===== config.mk =====
export PLATFORM = sky130hd
export DESIGN_NAME = sccb_responder
export DESIGN_NICKNAME = d
export VERILOG_FILES = /design/src/rtl/sccb_pkg.sv /design/src/rtl/sccb_line_sync.sv /design/src/rtl/sccb_responder.sv
export SDC_FILE = /design/constraint.sdc
export NUM_CORES = 1
export LEC_CHECK = 0
export ABC_AREA = 1
export CAP_MARGIN = 15
export CORE_ASPECT_RATIO = 1.75
export CORE_MARGIN = 1
export CORE_UTILIZATION = 56
export CTS_BUF_LIST = sky130_fd_sc_hd__clkbuf_4 sky130_fd_sc_hd__clkbuf_8
export DETAILED_ROUTE_END_ITERATION = 8
export HOLD_SLACK_MARGIN = 0.1
export PLACE_DENSITY_LB_ADDON = 0.15
export RECOVER_POWER = 50
export SLEW_MARGIN = 20
export SYNTH_ARGS = -nofsm -noshare
export SYNTH_HDL_FRONTEND = slang
export SYNTH_HIERARCHICAL = 1
export SYNTH_SLANG_ARGS = --single-unit

===== constraint.sdc =====
create_clock -name clk_12MHz -period 4.55 [get_ports clk_12MHz]
set_input_delay 0.455 -clock clk_12MHz [delete_from_list [all_inputs] [get_ports clk_12MHz]]
set_output_delay 0.455 -clock clk_12MHz [all_outputs]
set_load 0.03 [all_outputs]

===== src/rtl/sccb_pkg.sv =====
`default_nettype none
// ============================================================================
// Module      : sccb_pkg
// Description : Shared SCCB types and constants for the master and responder.
// Revision    : 1.0
// ============================================================================
package sccb_pkg;

    typedef enum logic [3:0] {
        ST_IDLE      = 4'd0,
        ST_ID        = 4'd1,
        ST_ID_ACK    = 4'd2,
        ST_ADDR      = 4'd3,
        ST_ADDR_ACK  = 4'd4,
        ST_WDATA     = 4'd5,
        ST_WDATA_ACK = 4'd6,
        ST_RDATA     = 4'd7,
        ST_RD_NA     = 4'd8,
        ST_IGNORE    = 4'd9
    } sccb_state_e;

    localparam logic       SCCB_WR_BIT     = 1'b0;
    localparam logic       SCCB_RD_BIT     = 1'b1;
    localparam logic [6:0] SCCB_DEFAULT_ID = 7'h21;

endpackage : sccb_pkg
`default_nettype wire


===== src/rtl/sccb_line_sync.sv =====
`default_nettype none
// ============================================================================
// Module      : sccb_line_sync
// Description : 2-FF synchronizer plus history flop with edge detect, one line.
// Revision    : 1.0
// ============================================================================
module sccb_line_sync (
    input  logic clk_i,
    input  logic rst_ni,
    input  logic line_i,
    output logic level_o,
    output logic rise_o,
    output logic fall_o
);

    logic [1:0] sync_q;
    logic       hist_q;

    // Reset to 1 so an idle (pulled-up) bus produces no spurious edge.
    always_ff @(posedge clk_i or negedge rst_ni) begin
        if (!rst_ni) begin
            sync_q <= 2'b11;
            hist_q <= 1'b1;
        end else begin
            sync_q <= {sync_q[0], line_i};
            hist_q <= sync_q[1];
        end
    end

    assign level_o = sync_q[1];
    assign rise_o  = sync_q[1] & ~hist_q;
    assign fall_o  = ~sync_q[1] & hist_q;

endmodule : sccb_line_sync
`default_nettype wire


===== src/rtl/sccb_responder.sv =====
`default_nettype none
// ============================================================================
// Module      : sccb_responder
// Description : SCCB target engine bridging bus transfers to a register bank.
// Revision    : 1.0
// ============================================================================
module sccb_responder
    import sccb_pkg::*;
#(
    parameter logic [6:0] DEVICE_ID = SCCB_DEFAULT_ID
) (
    input  logic       clk_12MHz,
    input  logic       rst_n,
    input  logic       sioc_in,
    input  logic       siod_in,
    output logic       siod_oe,
    output logic [7:0] reg_addr,
    output logic [7:0] reg_wdata,
    output logic       reg_we,
    input  logic [7:0] reg_rdata,
    output logic       busy
);

    logic w_scl_lvl, w_scl_rise, w_scl_fall;
    logic w_sda_lvl, w_sda_rise, w_sda_fall;
    logic w_start, w_stop;

    sccb_state_e state_q;
    logic [3:0]  cnt_q;
    logic [7:0]  shift_q;
    logic [7:0]  tx_q;
    logic        oe_q;
    logic [7:0]  addr_q;
    logic [7:0]  wdata_q;
    logic        we_q;
    logic        busy_q;

    sccb_line_sync u_sioc_sync (
        .clk_i   (clk_12MHz),
        .rst_ni  (rst_n),
        .line_i  (sioc_in),
        .level_o (w_scl_lvl),
        .rise_o  (w_scl_rise),
        .fall_o  (w_scl_fall)
    );

    sccb_line_sync u_siod_sync (
        .clk_i   (clk_12MHz),
        .rst_ni  (rst_n),
        .line_i  (siod_in),
        .level_o (w_sda_lvl),
        .rise_o  (w_sda_rise),
        .fall_o  (w_sda_fall)
    );

    assign w_start = w_scl_lvl & w_sda_fall;
    assign w_stop  = w_scl_lvl & w_sda_rise;

    always_ff @(posedge clk_12MHz or negedge rst_n) begin
        if (!rst_n) begin
            state_q <= ST_IDLE;
            cnt_q   <= 4'd0;
            shift_q <= 8'h00;
            tx_q    <= 8'h00;
            oe_q    <= 1'b0;
            addr_q  <= 8'h00;
            wdata_q <= 8'h00;
            we_q    <= 1'b0;
            busy_q  <= 1'b0;
        end else begin
            we_q <= 1'b0;
            if (w_start) begin
                state_q <= ST_ID;
                cnt_q   <= 4'd0;
                oe_q    <= 1'b0;
                busy_q  <= 1'b1;
            end else if (w_stop) begin
                state_q <= ST_IDLE;
                cnt_q   <= 4'd0;
                oe_q    <= 1'b0;
                busy_q  <= 1'b0;
            end else if (w_scl_rise) begin
                if ((state_q inside {ST_ID, ST_ADDR, ST_WDATA}) && (cnt_q != 4'd8)) begin
                    shift_q <= {shift_q[6:0], w_sda_lvl};
                    cnt_q   <= cnt_q + 4'd1;
                end
            end else if (w_scl_fall) begin
                case (state_q)
                    ST_ID: begin
                        if (cnt_q == 4'd8) begin
                            cnt_q <= 4'd0;
                            if (shift_q[7:1] == DEVICE_ID) begin
                                state_q <= ST_ID_ACK;
                                oe_q    <= 1'b1;
                            end else begin
                                state_q <= ST_IGNORE;
                            end
                        end
                    end
                    // shift_q[0] still holds the R/W bit: no bits are shifted during ACK.
                    ST_ID_ACK: begin
                        if (shift_q[0] == SCCB_RD_BIT) begin
                            state_q <= ST_RDATA;
                            tx_q    <= reg_rdata;
                            oe_q    <= ~reg_rdata[7];
                            cnt_q   <= 4'd1;
                        end else begin
                            state_q <= ST_ADDR;
                            oe_q    <= 1'b0;
                        end
                    end
                    ST_ADDR: begin
                        if (cnt_q == 4'd8) begin
                            addr_q  <= shift_q;
                            state_q <= ST_ADDR_ACK;
                            oe_q    <= 1'b1;
                            cnt_q   <= 4'd0;
                        end
                    end
                    ST_ADDR_ACK: begin
                        state_q <= ST_WDATA;
                        oe_q    <= 1'b0;
                    end
                    ST_WDATA: begin
                        if (cnt_q == 4'd8) begin
                            wdata_q <= shift_q;
                            we_q    <= 1'b1;
                            state_q <= ST_WDATA_ACK;
                            oe_q    <= 1'b1;
                            cnt_q   <= 4'd0;
                        end
                    end
                    ST_WDATA_ACK: begin
                        state_q <= ST_IGNORE;
                        oe_q    <= 1'b0;
                    end
                    // cnt_q counts bits already placed on the bus.
                    ST_RDATA: begin
                        if (cnt_q == 4'd8) begin
                            state_q <= ST_RD_NA;
                            oe_q    <= 1'b0;
                            cnt_q   <= 4'd0;
                        end else begin
                            tx_q  <= {tx_q[6:0], 1'b0};
                            oe_q  <= ~tx_q[6];
                            cnt_q <= cnt_q + 4'd1;
                        end
                    end
                    ST_RD_NA: begin
                        state_q <= ST_IGNORE;
                    end
                    default: begin
                    end
                endcase
            end
        end
    end

    assign siod_oe   = oe_q;
    assign reg_addr  = addr_q;
    assign reg_wdata = wdata_q;
    assign reg_we    = we_q;
    assign busy      = busy_q;

endmodule : sccb_responder
`default_nettype wire


==> run summary, run 1 <==
The critical path is of the primary input to async pin type. Clock tree synthesis found a total of 48 sinks. The number of hold buffers added after cts is 0. The number of distinct library cells after synthesis is 30. The die is 51.7 um wide.

Summed over all cells, the static leakage comes to 1.32 nW. The number of detailed-routing iterations run before antenna repair came out at 4. The synthesized net count came out at about 300. The total inserted antenna cells is 0. Using the TritonRoute via totals, the vias-per-cell ratio works out to 5.27. Of the available clock period, the critical path in the final layout requires 50.0%.

Static timing analysis puts the maximum clock frequency at 439 MHz. CTS placed an instance of clkbuf_8 at the clock tree root. The number of buffer and inverter instances along the worst setup path is 1. In this run the number of H-tree levels came out at 2.

The initial utilization of the core area, before any placement, comes to about three fifths. Entering global routing, the biggest net connects around 50 pins. The buffers inserted during post-CTS setup optimization is 0. Along the worst path, the maximum fanout reaches 48. The detailed-route wire length came out at 5090 um. Cells with a size suffix above 1 make up between 10 and 15% of the layout. The worst register-to-register path begins at u_siod_sync/sync_q[1]. STA classifies the critical path startpoint as a primary input. The launch point of the worst hold path is u_siod_sync/sync_q[0].

The sequential element share of the synthesized area came out at 49.9%. The number of standard cells after synthesis is 293. The synthesized cell area is 2420 um^2.

The first-iteration detailed-routing DRC count is 67. Broken down by cell family, the worst path's largest delay share belongs to buffers and inverters. The initial antenna violation count came to 0. The standard cell core area is 4150 um^2. At the end of routability-driven placement, the weighted congestion stood at around 0.96. The worst path needs 2280 ps of the cycle, external delays included.

The post-route antenna net violation count came out at 0. The peak supply drop came out at 0.307 mV. Setup slack on the worst reg-to-reg path comes out at 2490 ps.

The post-route setup TNS came out at 0 ps. The mean post-synth cell area is just over 8 um^2. During I/O placement, the number of pins put on the boundary was 31. The post-cts gate resize count came out at 0. The power per cell area came out at 390 nW/um^2. The later pin in the worst-skew pair is clocked with a latency of a little over 300 ps.

The overall die height came out at around 89 um. The arrival time reported for the critical path endpoint is about 2200 ps. The worst hold path was traced through 0 stages.

The path with the worst hold slack has its endpoint at u_siod_sync/sync_q[1]. During synthesis, Yosys emitted a total of 6 warnings. The type of destination of the critical path is an async pin. The global route total overflow is 0.

Setup repair after global routing left no endpoint under its margin. Detailed placement finished with a half-perimeter wire length of around 3800 um. The buffer depth of the longest clock path came out at 2. The delay contributed by the slowest stage of the critical path came out at 1700 ps. Traced cell by cell, the critical path runs through clkbuf_1. The required time of the critical path came out at 4470 ps. The worst setup skew after layout came out at 5.44 ps. The number of synthesized register bits is 48. The floorplan step defined a die boundary enclosing 4600 um^2.

The number of clock buffers added by TritonCTS is 5. For this run, the post-layout net count is 338. The first global-routing pass estimated 8710 um of wire. The count of cells in the finished layout, fillers not included, comes to 374. The tool flagged a number of max-cap violations equal to 1. The largest individual stage delay along the critical path comes from the cell clkbuf_1. The global-route total usage across every layer came out at about a quarter. The CTS clock-pin slew for the worst setup and hold paths came out at 90 ps. The number of global-route vias before repair came out at about 2000. TritonCTS built the clock tree. In the final routed layout, each cell accounts on average for 13.6 um. The run finished, with violations left. After detailed placement, the design holds a cell count of 366. The number of cells traversed by the worst register-to-register path is 7. The classification of the worst-slack hold path is flop to flop. Input and output buffers added on the ports amount to 30.

The destination of the worst register-to-register timing path is reg_wdata[4]. The total number of vias is just under 2000. The post-detailed-placement cell area came out at 2740 um^2. The number of endpoints failing setup at the final stage came out at 0. Compared with the post-synthesis result, the final layout area differs by 16.8%. The final design instance area without fill is 2830 um^2. The transition time of the tightest slew-check pin is 2450 ps. The worst slew margin relative to its limit came out at -63.2%. The final-report max-slew violation count is 49. The floorplan has 31 rows. The checks that failed: capacitance limit, slew limit. The final-report hold violation count was 0. The final routed DRC violation total is 0.
[cells in the mapped netlist]
library cell  instances  area (um^2)
a21boi_0              2         15.0
a21oi_1               3         15.0
a21oi_2               1         8.76
a21oi_4               1         16.3
and3_2                1         7.51
buf_2                 4         20.0
buf_6                 2         22.5
dfrtp_1              42         1050
dfstp_2               6          158
ha_1                  2         25.0
inv_1                32          120
inv_2                 2         7.51
nand2_1              86          323
nand2_2               5         31.3
nand3_1              12         60.1
nand3_2               3         30.0
nand3_4               1         17.5
nand3b_1              2         15.0
nand4_1               1         6.26
nand4_2               2         25.0
nor2_1               32          120
nor2_2                6         37.5
nor3_1                1         5.00
o211ai_1              4         30.0
o211ai_2              2         25.0
o21ai_0              15         75.1
o21ai_1              12         60.1
o21ai_2               9         78.8
o21bai_1              1         7.51
xnor2_1               1         8.76
[worst max path at each step]
stage / start / to / cells past startpoint / slack (ps)
2_1_floorplan: u_siod_sync/sync_q[1] / tx_q[4] / 9 / 2990
3_3_place_gp: state_q[3] / tx_q[1] / 7 / 2680
3_5_place_dp: state_q[3] / tx_q[3] / 7 / 2600
4_1_cts: state_q[3] / tx_q[1] / 7 / 2570
5_1_grt: rst_n / state_q[2] / 1 / 1730
6_report: rst_n / tx_q[6] / 1 / 2270
[registers in the layout, summed over array words and instances (netlist names)]
register            flops
u_sioc_sync/sync_q      2
reg_wdata               8
u_siod_sync/hist_q      1
siod_oe                 1
u_siod_sync/sync_q      2
reg_we                  1
shift_q                 8
tx_q                    7
reg_addr                8
busy                    1
cnt_q                   4
state_q                 4
u_sioc_sync/hist_q      1
[cell families after synthesis]
| group | Yosys count | synth area share [%] |
|---|---|---|
| XOR/XNOR | 1 | 0.362 |
| AND/OR/NAND/NOR | 152 | 28.0 |
| adder cells (fa/ha/maj) | 2 | 1.03 |
| flip-flops | 48 | 49.9 |
| AO/OA/AOI/OAI | 50 | 13.7 |
| buffers and inverters | 40 | 7.03 |
[per-stage QoR]
stage	utilization (%)	setup WS, ps	hold slack (ps)	power [mW]
after floorplan	-	2990	159	0.740
after global placement	65.9	2680	345	0.819
after detailed placement	65.9	2600	347	0.825
after CTS	68.3	2570	357	1.11
after global routing	68.2	1730	374	1.17
final	68.2	2270	364	1.10
[routing by layer]
layer  wire, um  part of all wire [%]  GRT usage (%)  vias up
li1           -                     -              -      999
met1       2040                    40           27.9      912
met2       2700                    53           47.1       43
met3        152                   3.0           4.93       17
met4        198                   3.9           13.5        0
met5          0                     0              0        -
[final cells by class]
type                            count  area, um^2
Timing Repair Buffer               30         294
Clock inverter                      2        17.5
Multi-Input combinational cell    205        1040
Inverter                           34         128
Sequential cell                    48        1210
Tap cell                           49        61.3
Clock buffer                        6        82.6
Fill cell                         336        1320
[report_power, final]
part / switching [mW] / total (mW) / internal, mW / leakage [nW]
registers: 0.0458 / 0.522 / 0.476 / 0.596
logic: 0.198 / 0.295 / 0.0974 / 0.671
clock network: 0.158 / 0.285 / 0.127 / 0.0522
total: 0.401 / 1.10 / 0.701 / 1.32
[placed cells by master (no fill, tap or decap), types with 2 or more instances in the layout]
| master | Yosys | layout |
|---|---|---|
| o211ai_1 | 4 | 4 |
| o21ai_0 | 15 | 15 |
| nand3_2 | 3 | 3 |
| inv_1 | 32 | 32 |
| ha_1 | 2 | 2 |
| o21ai_1 | 12 | 12 |
| dfstp_1 | 0 | 2 |
| inv_6 | 0 | 2 |
| nand2_2 | 5 | 5 |
| inv_2 | 2 | 2 |
| nor2_2 | 6 | 6 |
| a21oi_1 | 3 | 3 |
| dfrtp_1 | 42 | 42 |
| clkdlybuf4s50_1 | 0 | 26 |
| nor2_1 | 32 | 32 |
| clkbuf_8 | 0 | 6 |
| dfstp_2 | 6 | 4 |
| nand4_1 | 1 | 2 |
| o211ai_2 | 2 | 2 |
| o21ai_2 | 9 | 9 |
| a21boi_0 | 2 | 2 |
| nand2_1 | 86 | 86 |
| nand3_1 | 12 | 12 |
| dlygate4sd3_1 | 0 | 3 |
| nand3b_1 | 2 | 2 |
Note: power is estimated with default switching activity, not from simulation.
==> run 2, diff against run 1 <==
clock period = 2.23 ns   (was 4.55 ns; I/O delays follow)
==> run 2 against run 1 <==
- the run now ends clean
- sequential share of layout area is 0.65 points lower
- clock power is 120% higher
- final area is 1.5% higher
- sequential power is 100% higher
- count of clock-buffer cells in the layout is 1 higher
- global-route usage is 0.41 points lower
- combinational power is 100% higher
- critical path depth is 7 higher
- highest routed layer unchanged
==> run summary, run 2 (synthesis gave the netlist of run 1 again) <==
The commonest non-fill, non-tap cell in the layout is nand2_1. The peak supply drop is 0.624 mV. The max-capacitance violation count came out at 0. The global-route wire length before repair is about 8600 um.

The core region is between 4000 and 5000 um^2. The hold slack is 364 ps. The highest fanout seen on the critical path came out at 14. The achievable clock frequency came out at 529 MHz. The number of global-route vias before repair came out at slightly below 2000. The final-report max-slew violation count is 0. The sequential cell area in the final layout is about 1200 um^2. The cell sitting at the root of the clock tree is a clkbuf_8. Summed over all cells, the static leakage comes to 1.36 nW.

Global routing used 25.6% of the available tracks across all layers. Row generation in the floorplan step produced 31 rows. The setup slack after placement is roughly 360 ps.

The required time of the critical path came out at 2450 ps. Summed over all layers, the routed wires come to 4980 um. The portion of the clock cycle consumed by the worst path in the final layout is a little over four fifths. The die span in x came out at 51.7 um.

Leaving out fill and tap cells, the most frequent cells in the layout are 86 x nand2_1, 42 x dfrtp_1, 32 x inv_1, 32 x nor2_1, 25 x clkdlybuf4s50_1. The global route total overflow is 0. The synthesis-to-finish area growth is 18.6%. STA classifies the critical path startpoint as a flop. The setup path with the least slack is of type flop to flop.

The number of port buffers came out at 30. The worst setup skew after layout came out at around 11 ps. The total die area is 4600 um^2.

The min-delay analysis places its worst path in the category flop to flop. In the routed design, unresolved DRC markers number 0. The buffer depth of the longest clock path is 2. Walking the worst path, the cells encountered are nor2_1 -> nand2_1 -> nand2_2 -> nor2_2 -> nand2_1 -> a21oi_4 -> o211ai_1 -> o21ai_0.

The overall power consumption came out at between 2 and 2.5 mW. For this configuration, the core starts out at a cell density of between 50 and 60%. Entering global routing, the biggest net connects slightly below 50 pins. The buffers inserted during post-CTS setup optimization came out at 0. The total of fill cells in the finished design came out at 315. The power per cell area is roughly 800 nW/um^2. The final setup slack of the worst path is approximately 340 ps. The post-route antenna net violation count is 0. TritonCTS built the clock tree. The initial antenna violation count is 0. Setup repair after global routing left no endpoint under its margin. The final-report hold violation count is 0. The CTS clock-pin slew for the worst setup and hold paths is 90 ps.

The transition time of the tightest slew-check pin came out at 1140 ps. The clock latency on the worst-skew pair is around 300 ps. The delay contributed by the slowest stage of the critical path came out at between 500 and 600 ps.

Buffers inserted during clock tree synthesis total 5. The proportion of layout cells with a drive suffix above 1 is about 15%. The run finished with clean final reports. The average vias per placed instance is 5.26.

At the worst endpoint, the arrival time is 2110 ps. In this run the vertical extent of the chip is 89.0 um. The maximum level of the CTS H-tree is 2. The number of detailed-routing iterations run before antenna repair is 4. The number of sinks handled by clock tree synthesis is 48. The mean routed wirelength per cell is 13.2 um. In this run, the number of DRC markers left after iteration 0 of detailed routing was 67. Among all stages on the critical path, the largest delay is contributed by dfstp_1. The multi-input logic area is 1040 um^2.

In this design, the critical path's most frequently occurring cell is nand2_1. After legalization and detailed placement, the total HPWL measured between 3000 and 4000 um. The repair_antennas step left the layout with diodes totalling 0. The total I/O pin count came out at 31. The worst slew margin relative to its limit is a little under a quarter.

The setup check on the worst reg-to-reg path leaves a slack of 340 ps. The net count reported at finish came out at about 340. The post-layout minimum cycle time is around 1900 ps.

The placer's final routability congestion estimate is 0.975. The total number of vias is approximately 2000. STA classifies the critical path endpoint as a flop. For this run, the share of the core covered by cells in the final layout is 69.2%. The number of endpoints failing setup at the final stage is 0.

The post-route setup TNS is 0 ps.
run 2: routing by layer:
metal	track usage [%]	routed length, um
met2	44.7	2550
met4	15.2	279
met5	0	0
met1	28.8	2010
met3	3.74	147
run 2: layout make-up:
type	count	area share, %
clock inverter	1	1.05
multi-input combinational	205	36.3
sequential	48	42.1
clock buffer	7	2.92
inverter	34	4.44
timing repair buffer	33	11.1
tap	49	2.13
run 2: worst max-delay path: cells and delay by family (launching register included):
| kind | cells | cell delay (ps) |
|---|---|---|
| DFF | 1 | 560 |
| and+or+nand+nor | 5 | 650 |
| AOI/OAI and AO/OA | 3 | 590 |
run 2: metrics by stage:
stage,area [um^2],cells
detailed placement,2750,368
CTS,2880,377
global placement,2750,368
finish,2870,377
floorplan,2420,293
global route,2870,377
run 2: worst paths after layout:
check / from / to / cells after the start
setup / recovery: u_siod_sync/sync_q[1] / tx_q[1] / 8
hold / removal: u_sioc_sync/sync_q[0] / u_sioc_sync/sync_q[1] / 0
setup reg to reg: u_siod_sync/sync_q[1] / tx_q[1] / 8
hold reg to reg: u_sioc_sync/sync_q[0] / u_sioc_sync/sync_q[1] / 0
max in group asynchronous: rst_n / busy / 3
min in group asynchronous: rst_n / tx_q[3] / 3
run 2: report_power, final:
group          switching [mW]  internal (mW)
clock                   0.280          0.360
sequential             0.0898          0.971
combinational           0.400          0.203
total                   0.770           1.53
run 2: what timing repair did:
item,in CTS,in global routing
hold buffers,1,0
hold endpoints to repair,42,0
gates resized for setup,0,0
